===== src/rtl/apb_timer_mch.sv =====
// apb_timer_mch: NUM_CH up/down timers behind one zero-wait-state APB slave, sharing a 4-bit prescaler.
// Auto-reload (TCR.ARL) is built only when TIMER_AUTORELOAD_EN is defined; otherwise wraps go to 0 / max.
module apb_timer_mch #(
    parameter int ADDR_WIDTH = 8,
    parameter int DATA_WIDTH = 8,
    parameter int NUM_CH     = 4
) (
    input  logic                  PCLK,
    input  logic                  PRESET,
    input  logic                  PSEL,
    input  logic                  PENABLE,
    input  logic                  PWRITE,
    input  logic [ADDR_WIDTH-1:0] PADDR,
    input  logic [DATA_WIDTH-1:0] PWDATA,
    output logic [DATA_WIDTH-1:0] PRDATA,
    output logic                  PREADY,
    output logic                  PSLVERR,
    output logic [NUM_CH-1:0]     IRQ
);
`ifdef TIMER_AUTORELOAD_EN
    localparam logic [7:0] TCR_MASK = 8'hFB;
`else
    localparam logic [7:0] TCR_MASK = 8'hBB;
`endif
    localparam int NUM_REGS = 4 * NUM_CH;

    logic [3:0]  div_q, div_d;
    logic [3:0]  tick;
    logic [31:0] paddr_ext;
    logic [31:0] ch_idx;
    logic [1:0]  reg_idx;
    logic        addr_ok;
    logic        wr_access;
    logic [DATA_WIDTH-1:0] rd_data;

    logic [DATA_WIDTH-1:0] tdr_all  [NUM_CH];
    logic [7:0]            tcr_all  [NUM_CH];
    logic [1:0]            tsr_all  [NUM_CH];
    logic [DATA_WIDTH-1:0] tcnt_all [NUM_CH];

    assign paddr_ext = 32'(PADDR);
    assign ch_idx    = paddr_ext >> 2;
    assign reg_idx   = PADDR[1:0];
    assign addr_ok   = (paddr_ext < 32'(NUM_REGS));
    // TCNT is read-only, so a write to it never reaches the channel logic
    assign wr_access = PSEL && PENABLE && PWRITE && addr_ok && (reg_idx != 2'd3);

    assign PREADY  = 1'b1;
    assign PSLVERR = PSEL && PENABLE && (!addr_ok || (PWRITE && reg_idx == 2'd3));

    assign div_d   = div_q + 4'd1;
    assign tick[0] = div_q[0];
    assign tick[1] = &div_q[1:0];
    assign tick[2] = &div_q[2:0];
    assign tick[3] = &div_q[3:0];

    always_ff @(posedge PCLK) begin
        if (PRESET) begin
            div_q <= '0;
        end else begin
            div_q <= div_d;
        end
    end

    always_comb begin
        rd_data = '0;
        for (int c = 0; c < NUM_CH; c++) begin
            if (ch_idx == 32'(c)) begin
                case (reg_idx)
                    2'd0:    rd_data = tdr_all[c];
                    2'd1:    rd_data = DATA_WIDTH'(tcr_all[c]);
                    2'd2:    rd_data = DATA_WIDTH'(tsr_all[c]);
                    default: rd_data = tcnt_all[c];
                endcase
            end
        end
        PRDATA = (PSEL && !PWRITE && addr_ok) ? rd_data : '0;
    end

    genvar gi;
    generate
        for (gi = 0; gi < NUM_CH; gi++) begin : g_ch
            logic [DATA_WIDTH-1:0] tdr_q, tdr_d;
            logic [DATA_WIDTH-1:0] tcnt_q, tcnt_d;
            logic [7:0]            tcr_q, tcr_d;
            logic [1:0]            tsr_q, tsr_d;
            logic                  irq_q;
            logic                  sel, ch_tick, arl, ovf_set, udf_set;

            assign sel     = wr_access && (ch_idx == 32'(gi));
            assign ch_tick = tick[tcr_q[1:0]];
`ifdef TIMER_AUTORELOAD_EN
            assign arl = tcr_q[6];
`else
            assign arl = 1'b0;
`endif

            always_comb begin
                tdr_d   = tdr_q;
                tcr_d   = tcr_q;
                tcnt_d  = tcnt_q;
                ovf_set = 1'b0;
                udf_set = 1'b0;
                if (sel && reg_idx == 2'd0) tdr_d = PWDATA;
                if (sel && reg_idx == 2'd1) tcr_d = PWDATA[7:0] & TCR_MASK;
                if (tcr_q[7]) begin
                    tcnt_d = tdr_q;
                end else if (tcr_q[4] && ch_tick) begin
                    if (tcr_q[5]) begin
                        if (tcnt_q == '0) begin
                            udf_set = 1'b1;
                            tcnt_d  = arl ? tdr_q : '1;
                        end else begin
                            tcnt_d = tcnt_q - DATA_WIDTH'(1);
                        end
                    end else begin
                        if (&tcnt_q) begin
                            ovf_set = 1'b1;
                            tcnt_d  = arl ? tdr_q : '0;
                        end else begin
                            tcnt_d = tcnt_q + DATA_WIDTH'(1);
                        end
                    end
                end
                // a hardware set in the same cycle as a W1C keeps the flag
                tsr_d = tsr_q;
                if (sel && reg_idx == 2'd2) tsr_d = tsr_q & ~PWDATA[1:0];
                tsr_d = tsr_d | {udf_set, ovf_set};
            end

            always_ff @(posedge PCLK) begin
                if (PRESET) begin
                    tdr_q  <= '0;
                    tcr_q  <= '0;
                    tsr_q  <= '0;
                    tcnt_q <= '0;
                    irq_q  <= 1'b0;
                end else begin
                    tdr_q  <= tdr_d;
                    tcr_q  <= tcr_d;
                    tsr_q  <= tsr_d;
                    tcnt_q <= tcnt_d;
                    irq_q  <= tcr_q[3] & (|tsr_q);
                end
            end

            assign tdr_all[gi]  = tdr_q;
            assign tcr_all[gi]  = tcr_q;
            assign tsr_all[gi]  = tsr_q;
            assign tcnt_all[gi] = tcnt_q;
            assign IRQ[gi]      = irq_q;
        end
    endgenerate
endmodule


===== config.mk =====
export PLATFORM = sky130hd
export DESIGN_NAME = apb_timer_mch
export DESIGN_NICKNAME = d
export VERILOG_FILES = /design/src/rtl/apb_timer_mch.sv
export SDC_FILE = /design/constraint.sdc
export NUM_CORES = 1
export LEC_CHECK = 0
export ABC_AREA = 1
export CORE_UTILIZATION = 40
export DETAILED_ROUTE_END_ITERATION = 6
export GPL_TIMING_DRIVEN = 0
export SYNTH_ARGS = -nofsm -noshare
export SYNTH_HDL_FRONTEND = slang
export SYNTH_SLANG_ARGS = --single-unit

===== constraint.sdc =====
create_clock -name PCLK -period 2 [get_ports PCLK]
set_input_delay 0.2 -clock PCLK [delete_from_list [all_inputs] [get_ports PCLK]]
set_output_delay 0.2 -clock PCLK [all_outputs]
set_load 0.01 [all_outputs]

==> results of run 1 <==
per-stage QoR:
| step | util (%) | cells | TNS [ns] | power [mW] |
|---|---|---|---|---|
| 5_1_grt | 48.6 | 1312 | -0.0156 | 4.37 |
| 4_1_cts | 47.6 | 1302 | 0 | 4.26 |
| 2_1_floorplan | - | 1045 | 0 | 2.29 |
| 3_5_place_dp | 44.8 | 1291 | -30.44 | 2.43 |
| 6_report | 48.6 | 1312 | 0 | 4.27 |
| 3_3_place_gp | 44.8 | 1291 | -31.05 | 2.43 |
kinds of logic after synthesis:
group           Yosys count  synth area share [%]
simple gates            408                  27.1
compound gates          323                  25.9
buf+inv                 181                  10.9
flops                   104                  31.5
xor+xnor                 14                  1.86
fa+ha+maj                14                  2.65
other cells               1                0.0568
repair_timing:
item                       CTS  global route
pin swaps                    8             6
gates resized for setup     82            47
setup endpoints to repair   48            69
setup buffers                6            11
per-layer routing:
metal,global-route usage [%],part of all wire [%],wire length [um],vias to the layer above
met1,39.4,45,10600,3362
met3,5.54,9.3,2220,60
met5,0,0,0,-
met2,44.7,43,10200,357
met4,11.2,3.2,772,0
li1,-,-,-,3634
flip-flops by register name (all words and copies together) (netlist names):
register     flops
div_q            4
g_ch.irq_q       4
g_ch.tcnt_q     32
g_ch.tcr_q      24
g_ch.tdr_q      32
g_ch.tsr_q       8
power by group through the flow:
stage / logic [mW] / registers [mW] / clock network (mW)
3_5_place_dp: 0.306 / 2.13 / 0
5_1_grt: 0.363 / 2.08 / 1.92
3_3_place_gp: 0.305 / 2.13 / 0
4_1_cts: 0.322 / 2.08 / 1.85
2_1_floorplan: 0.160 / 2.13 / 0
6_report: 0.343 / 2.08 / 1.84
critical path, stage by stage, from the launching register on:
cell     delay [ns]
dfxtp_4        0.43
ha_4           0.24
nand3_2        0.19
o21ai_0        0.31
nand3_2        0.19
nand2_2        0.22
inv_1          0.11
nand2_1        0.07
a31oi_1        0.06
cells in the final DEF, fill, tap and decap left out, types with 3 or more instances in the layout:
cell             netlist  final
dfxtp_2                0     19
a31oi_1                7      7
nor2_4                 0      5
nand3_1              111    105
nor2_2                 1      3
clkbuf_1              30     10
clkbuf_8               0      4
xor2_1                12     12
clkdlybuf4s50_1        0     16
clkbuf_2               1     11
o2111ai_1              4      4
inv_1                131    124
clkinv_1               6      4
nand4_1               11     11
nand2_2                1      5
nor3_1                18     15
nand2_1              170    164
ha_1                  14     12
nor2_1                86     79
dlygate4sd2_1          0      5
o22ai_1               20     18
o21ai_0              145    140
o221ai_1               6      6
o21ai_1                0      5
a21oi_2                0      3
nand3_2                0      6
nand2_4                1      3
inv_2                  0      7
o211ai_1               4      4
clkbuf_16              0      9
a21oi_1              133    130
buf_4                  7     27
dfxtp_1              104     83
or2_2                  4      4
how the worst max path moves through the flow:
stage | startpoint | to | slack, ns
2_1_floorplan | div_q[0] | g_ch[2].tcnt_q[6] | 0.20
4_1_cts | div_q[0] | g_ch[0].tcnt_q[1] | 0.0007
5_1_grt | PADDR[6] | PRDATA[7] | -0.01
6_report | div_q[0] | g_ch[0].tcnt_q[1] | 0.03
3_5_place_dp | PADDR[5] | PRDATA[2] | -0.81
3_3_place_gp | PADDR[5] | PRDATA[2] | -0.82
layout make-up:
class / instances / area, sq um / share of cell area [%]
Clock buffer: 13 / 280 / 3.60
Timing Repair Buffer: 47 / 403 / 5.18
Clock inverter: 3 / 23.8 / 0.306
Tap cell: 216 / 270 / 3.48
Buffer: 32 / 183 / 2.35
Multi-Input combinational cell: 760 / 3980 / 51.2
Sequential cell: 104 / 2110 / 27.2
Inverter: 137 / 522 / 6.71
==> qor.txt, run 1 <==
Sw power - 1.11 mW
Synth Cell Area - 6600 sq um
I/O Buffers - 30
Die Wd - 130 um
Final Max Tran Viols - 0
Final worst slack - 0.0321 ns
Core Region - 16000 sq um
Syn_nets - 1080
Die area - 17000 sq um
Worst-margin pin slew - 0.725 ns
Cell row count - 46
Routed Antenna Nets - 0
Ys async rst share - 0%
Pre-CTS WS - -0.813 ns
Gate power share - 8.0%
Pint - 3.16 mW
Hold Buf Count CTS - 0
Design area - 7770 sq um
Drt total wl - 23800 um
Setup Skew - 0.00633 ns
Final worst path period share - 98.4%
Worst setup SP type - flop
Hold EP - g_ch[3].tsr_q[1]
Number of warnings issued by yosys - 0
Switching Fraction - 26.0%
Vias in the first global route - 6690
Main synth FF type - dfxtp_1
# DRC - 0
Unrepaired setup endpoints after global routing - yes
R2r endpoint - g_ch[0].tcnt_q[1]
First-pass GRT wire length - 36500 um
Total CTS buffers - 9
Worst setup EP type - flop
Worst-Skew Late Latency - 0.36 ns
CTS tree - done
Max clock buf depth - 2
Clock Sink Count - 104
Path depth of the worst reg2reg path - 8
Per-cell routed wire length - 18.1 um
Starting Density - 41.2%
Hold Path Origin - PADDR[0]
Worst reg-to-reg setup slack - 0.03 ns
Yosys reg bits - 104
MaxCap Viol Count - 0
Post-synth top area share - 31.5%
H-tree depth - 3
Static Leak - 3.06 nW
Count leader, synth - nand2_1
GRT Util Overall - 28.8%
VDD IR-drop max - 0.000384 V
Status - finished, final reports clean
Chip Height - 130 um
Routability cong. - 1.02
ANT cells - 0
Drt initial violations - 747
Fraction of layout cells with a size suffix above 1 - 11.9%
Worst hold path cell count - 5
Final Hold Fails - 0
Synth cell types - 36
Post-synthesis sequential area ratio - 31.5%
Sequential share of power - 48.8%
Drt pass-1 iters - 6
Largest net degree at the start of global routing - 17
Pwr dens - 549 nW/um^2
Synth Instances - 1045
Post-synth EDFFs - 0
Hold Slack - 0.392 ns
Via-to-Cell Ratio - 5.65
Crit Reg-Reg Startpoint - div_q[0]
Initial antenna violation count - 0
Most instantiated cells after synthesis - nand2_1 (170), o21ai_0 (145), a21oi_1 (133)
CTS root buf - clkbuf_16
Largest cells by area after synthesis - dfxtp_1 (32%), o21ai_0 (11%), a21oi_1 (10%)
Relative slew slack - 51.6%
Fin nets - 1126
Final min period - 1.97 ns
CP arrival - 2.19 ns
Area growth syn-to-layout - 17.8%
Vias - 7413
# IOs - 35
Worst-path maximum fanout - 10
Hold/Removal Path Class - input pin to flop
DPL Wire Length - 17000 um
Fmax - 508 MHz
Avg Cell Area, Syn - 6.32 sq um
Top cell type by total area after synthesis - dfxtp_1
Fillcell total - 1722
Worst EP required - 2.22 ns
Clock transition at the registers of the reported paths - 0.07 ns
Clock Power Share - 43.2%
Placed inst area - 7170 sq um
# setup viols final - 0
Remaining global-route overflow - 0
Critical path class - flop to flop
No activity file was read; power rests on OpenSTA's default activity.
==> inputs of run 2 (changes only) <==
--- a/config.mk
+++ b/config.mk
@@ -6,9 +6,10 @@
 export NUM_CORES = 1
 export LEC_CHECK = 0
 export ABC_AREA = 1
-export CORE_UTILIZATION = 40
+export CORE_UTILIZATION = 37
 export DETAILED_ROUTE_END_ITERATION = 6
 export GPL_TIMING_DRIVEN = 0
+export SKIP_LAST_GASP = 1
 export SYNTH_ARGS = -nofsm -noshare
 export SYNTH_HDL_FRONTEND = slang
 export SYNTH_SLANG_ARGS = --single-unit
==> qor.txt, run 2 (synthesis gave the netlist of run 1 again) <==
I/O Buffers - 30 (unchanged)
ANT cells - 0 (unchanged)
Fmax - 508 MHz (about the same)
Largest net degree at the start of global routing - 15 (-2)
Drt total wl - 24000 um (+1.0%)
Worst reg-to-reg setup slack - 0.11 ns (+0.08 ns)
# IOs - 35 (unchanged)
Final worst path period share - 98.3% (about the same)
Storage cell area - 2100 sq um (-0.47%)
Crit Reg-Reg Startpoint - div_q[0]
Area growth syn-to-layout - 16.5%
Starting Density - 38.0% (-3.2 points)
Final Hold Fails - 0 (unchanged)
Per-cell routed wire length - 18.3 um (+1.3%)
Clock Sink Count - 104 (unchanged)
Worst-path maximum fanout - 10 (unchanged)
# setup viols final - 0 (unchanged)
Worst-Skew Late Latency - 0.36 ns (about the same)
Hold/Removal Path Class - input pin to flop
Worst-margin pin slew - 0.810 ns (+0.0847 ns)
WL met3 - 2080 um (-6.0%)
VDD IR-drop max - 0.000405 V (+5.5%)
Pwr dens - 536 nW/um^2 (-2.3%)
Hold Buf Count CTS - 0 (unchanged)
Hold Slack - 0.414 ns (+0.0215 ns)
Max clock buf depth - 2 (unchanged)
Commonest non-fill, non-tap cell in the layout - nand2_1
Clock transition at the registers of the reported paths - 0.07 ns (about the same)
Vias - 7367 (-0.62%)
Worst hold path cell count - 5 (unchanged)
Multi-input gate area - 4010 sq um (+0.75%)
Routability cong. - 0.977 (-4.2%)
R2r endpoint - g_ch[3].tsr_q[0]
Die area - 18400 sq um (+8.0%)
Worst setup SP type - input pin
Final min period - 1.97 ns (-0.00105 ns)
DPL Wire Length - 17300 um (+1.2%)
Final Max Tran Viols - 0 (unchanged)
Status - finished, final reports clean
Setup Skew - 0.00653 ns (+0.000198 ns)
MaxCap Viol Count - 0 (unchanged)
Via-to-Cell Ratio - 5.63 (-0.39%)
Routed Antenna Nets - 0 (unchanged)
Drt pass-1 iters - 6 (unchanged)
DR top layer - met4
Sw power - 1.06 mW (-4.6%)
Switching Fraction - 25.6% (-0.34 points)
GRT Util Overall - 26.5% (-2.3 points)
Chip Height - 136 um (+3.9%)
Worst EP required - 1.80 ns (-0.42 ns)
Vias in the first global route - 6509 (-2.7%)
Drt initial violations - 833 (+12%)
Fraction of layout cells with a size suffix above 1 - 10.5% (-1.3 points)
WL met1 - 10800 um (+1.8%)
Clock Power Share - 41.1% (-2.1 points)
Remaining global-route overflow - 0 (unchanged)
Finished Layout Cells - 1309 (-0.23%)
CP arrival - 1.77 ns (-0.42 ns)
Relative slew slack - 46.0% (-5.6 points)
Static Leak - 3.03 nW (-1.2%)
Critical path class - input pin to output port
Initial antenna violation count - 0 (unchanged)
Sequential share of power - 50.5% (+1.7 points)
Power, Total - 4.12 mW (-3.4%)
Worst setup EP type - output port
CTS tree - done
Gate power share - 8.4% (+0.4 points)
Cell row count - 48 (+4.3%)
CTS root buf - clkbuf_16
Path depth of the worst reg2reg path - 7 (-1)
Design area - 7690 sq um (-1.1%)
Fillcell total - 1872 (+8.7%)
Total CTS buffers - 9 (unchanged)
Placed inst area - 7180 sq um (+0.16%)
Regs by FF count - g_ch.tcnt_q x32, g_ch.tdr_q x32, g_ch.tcr_q x24
Hold Path Origin - PADDR[0]
Hold EP - g_ch[3].tsr_q[1]
Core Region - 17400 sq um (+8.5%)
Fin nets - 1117 (-0.80%)
# DRC - 0 (unchanged)
Met2 WL - 10500 um (+2.8%)
DP Cell Count - 1300 (+0.70%)
Die Wd - 136 um (+3.9%)
First-pass GRT wire length - 36700 um (+0.53%)
Pint - 3.07 mW (-2.9%)
Most frequent cells in the layout - nand2_1 (162), o21ai_0 (139), a21oi_1 (129), inv_1 (127), nand3_1 (106)
Unrepaired setup endpoints after global routing - yes
H-tree depth - 3 (unchanged)
-- run 2: changes by cell type in the layout (fill, tap and decap cells not counted), sizes merged --
cell and delta:
clkbuf -2, clkinvlp -2, buf -7, clkdlybuf4s15 -1
-- run 2: repair_timing --
action                     in CTS  in global routing
setup endpoints to repair      48                 69
setup buffers                   7                  1
gates resized for setup        88                 41
pin swaps                      10                  7
cloned                          0                  0
-- run 2: how the worst max path moves through the flow --
| stage | slack (ns) | start | end | depth (start not counted) |
|---|---|---|---|---|
| floorplan | 0.20 | div_q[0] | g_ch[2].tcnt_q[6] | 10 |
| global placement | -0.86 | PADDR[4] | PRDATA[2] | 10 |
| detailed placement | -0.86 | PADDR[4] | PRDATA[2] | 10 |
| CTS | -0.02 | g_ch[0].tcnt_q[2] | PRDATA[2] | 6 |
| global route | -0.07 | PADDR[1] | PRDATA[1] | 10 |
| finish | 0.03 | PADDR[0] | PRDATA[4] | 7 |
-- run 2: critical path: stages --
cell and delay (ns):
buf_6 0.14, clkbuf_1 0.48, a21oi_1 0.15, nor3_4 0.25
a21oi_1 0.08, a21oi_1 0.18, clkdlybuf4s15_2 0.26
-- run 2: layout make-up --
type	count	area share (%)
multi-input cells	760	52.2
flip-flops and latches	104	27.4
inverters	137	6.82
repair buffers	38	4.26
well taps	225	3.66
clock buffers	12	3.34
plain buffers	32	2.34
clock inverters	1	0.0651
-- run 2: power groups by stage --
stage                     clock network, mW  logic (mW)  registers [mW]
after floorplan                           0       0.160            2.13
after global placement                    0       0.308            2.13
after detailed placement                  0       0.308            2.13
after CTS                              1.72       0.324            2.08
after global routing                   1.79       0.363            2.08
final                                  1.70       0.345            2.08
-- run 2: metal layers --
layer	vias up	GRT usage, %
li1	3605	-
met1	3363	37.0
met2	348	39.9
met3	51	5.31
met4	0	9.74
met5	-	0
-- run 2: per-stage QoR --
step	utilization (%)	TNS (ns)	setup WS, ns
floorplan	-	0	0.199
detailed placement	41.4	-32.46	-0.859
global placement	41.4	-31.73	-0.856
global route	44.3	-0.146	-0.0669
finish	44.3	0	0.0331
CTS	43.9	-0.0161	-0.0158
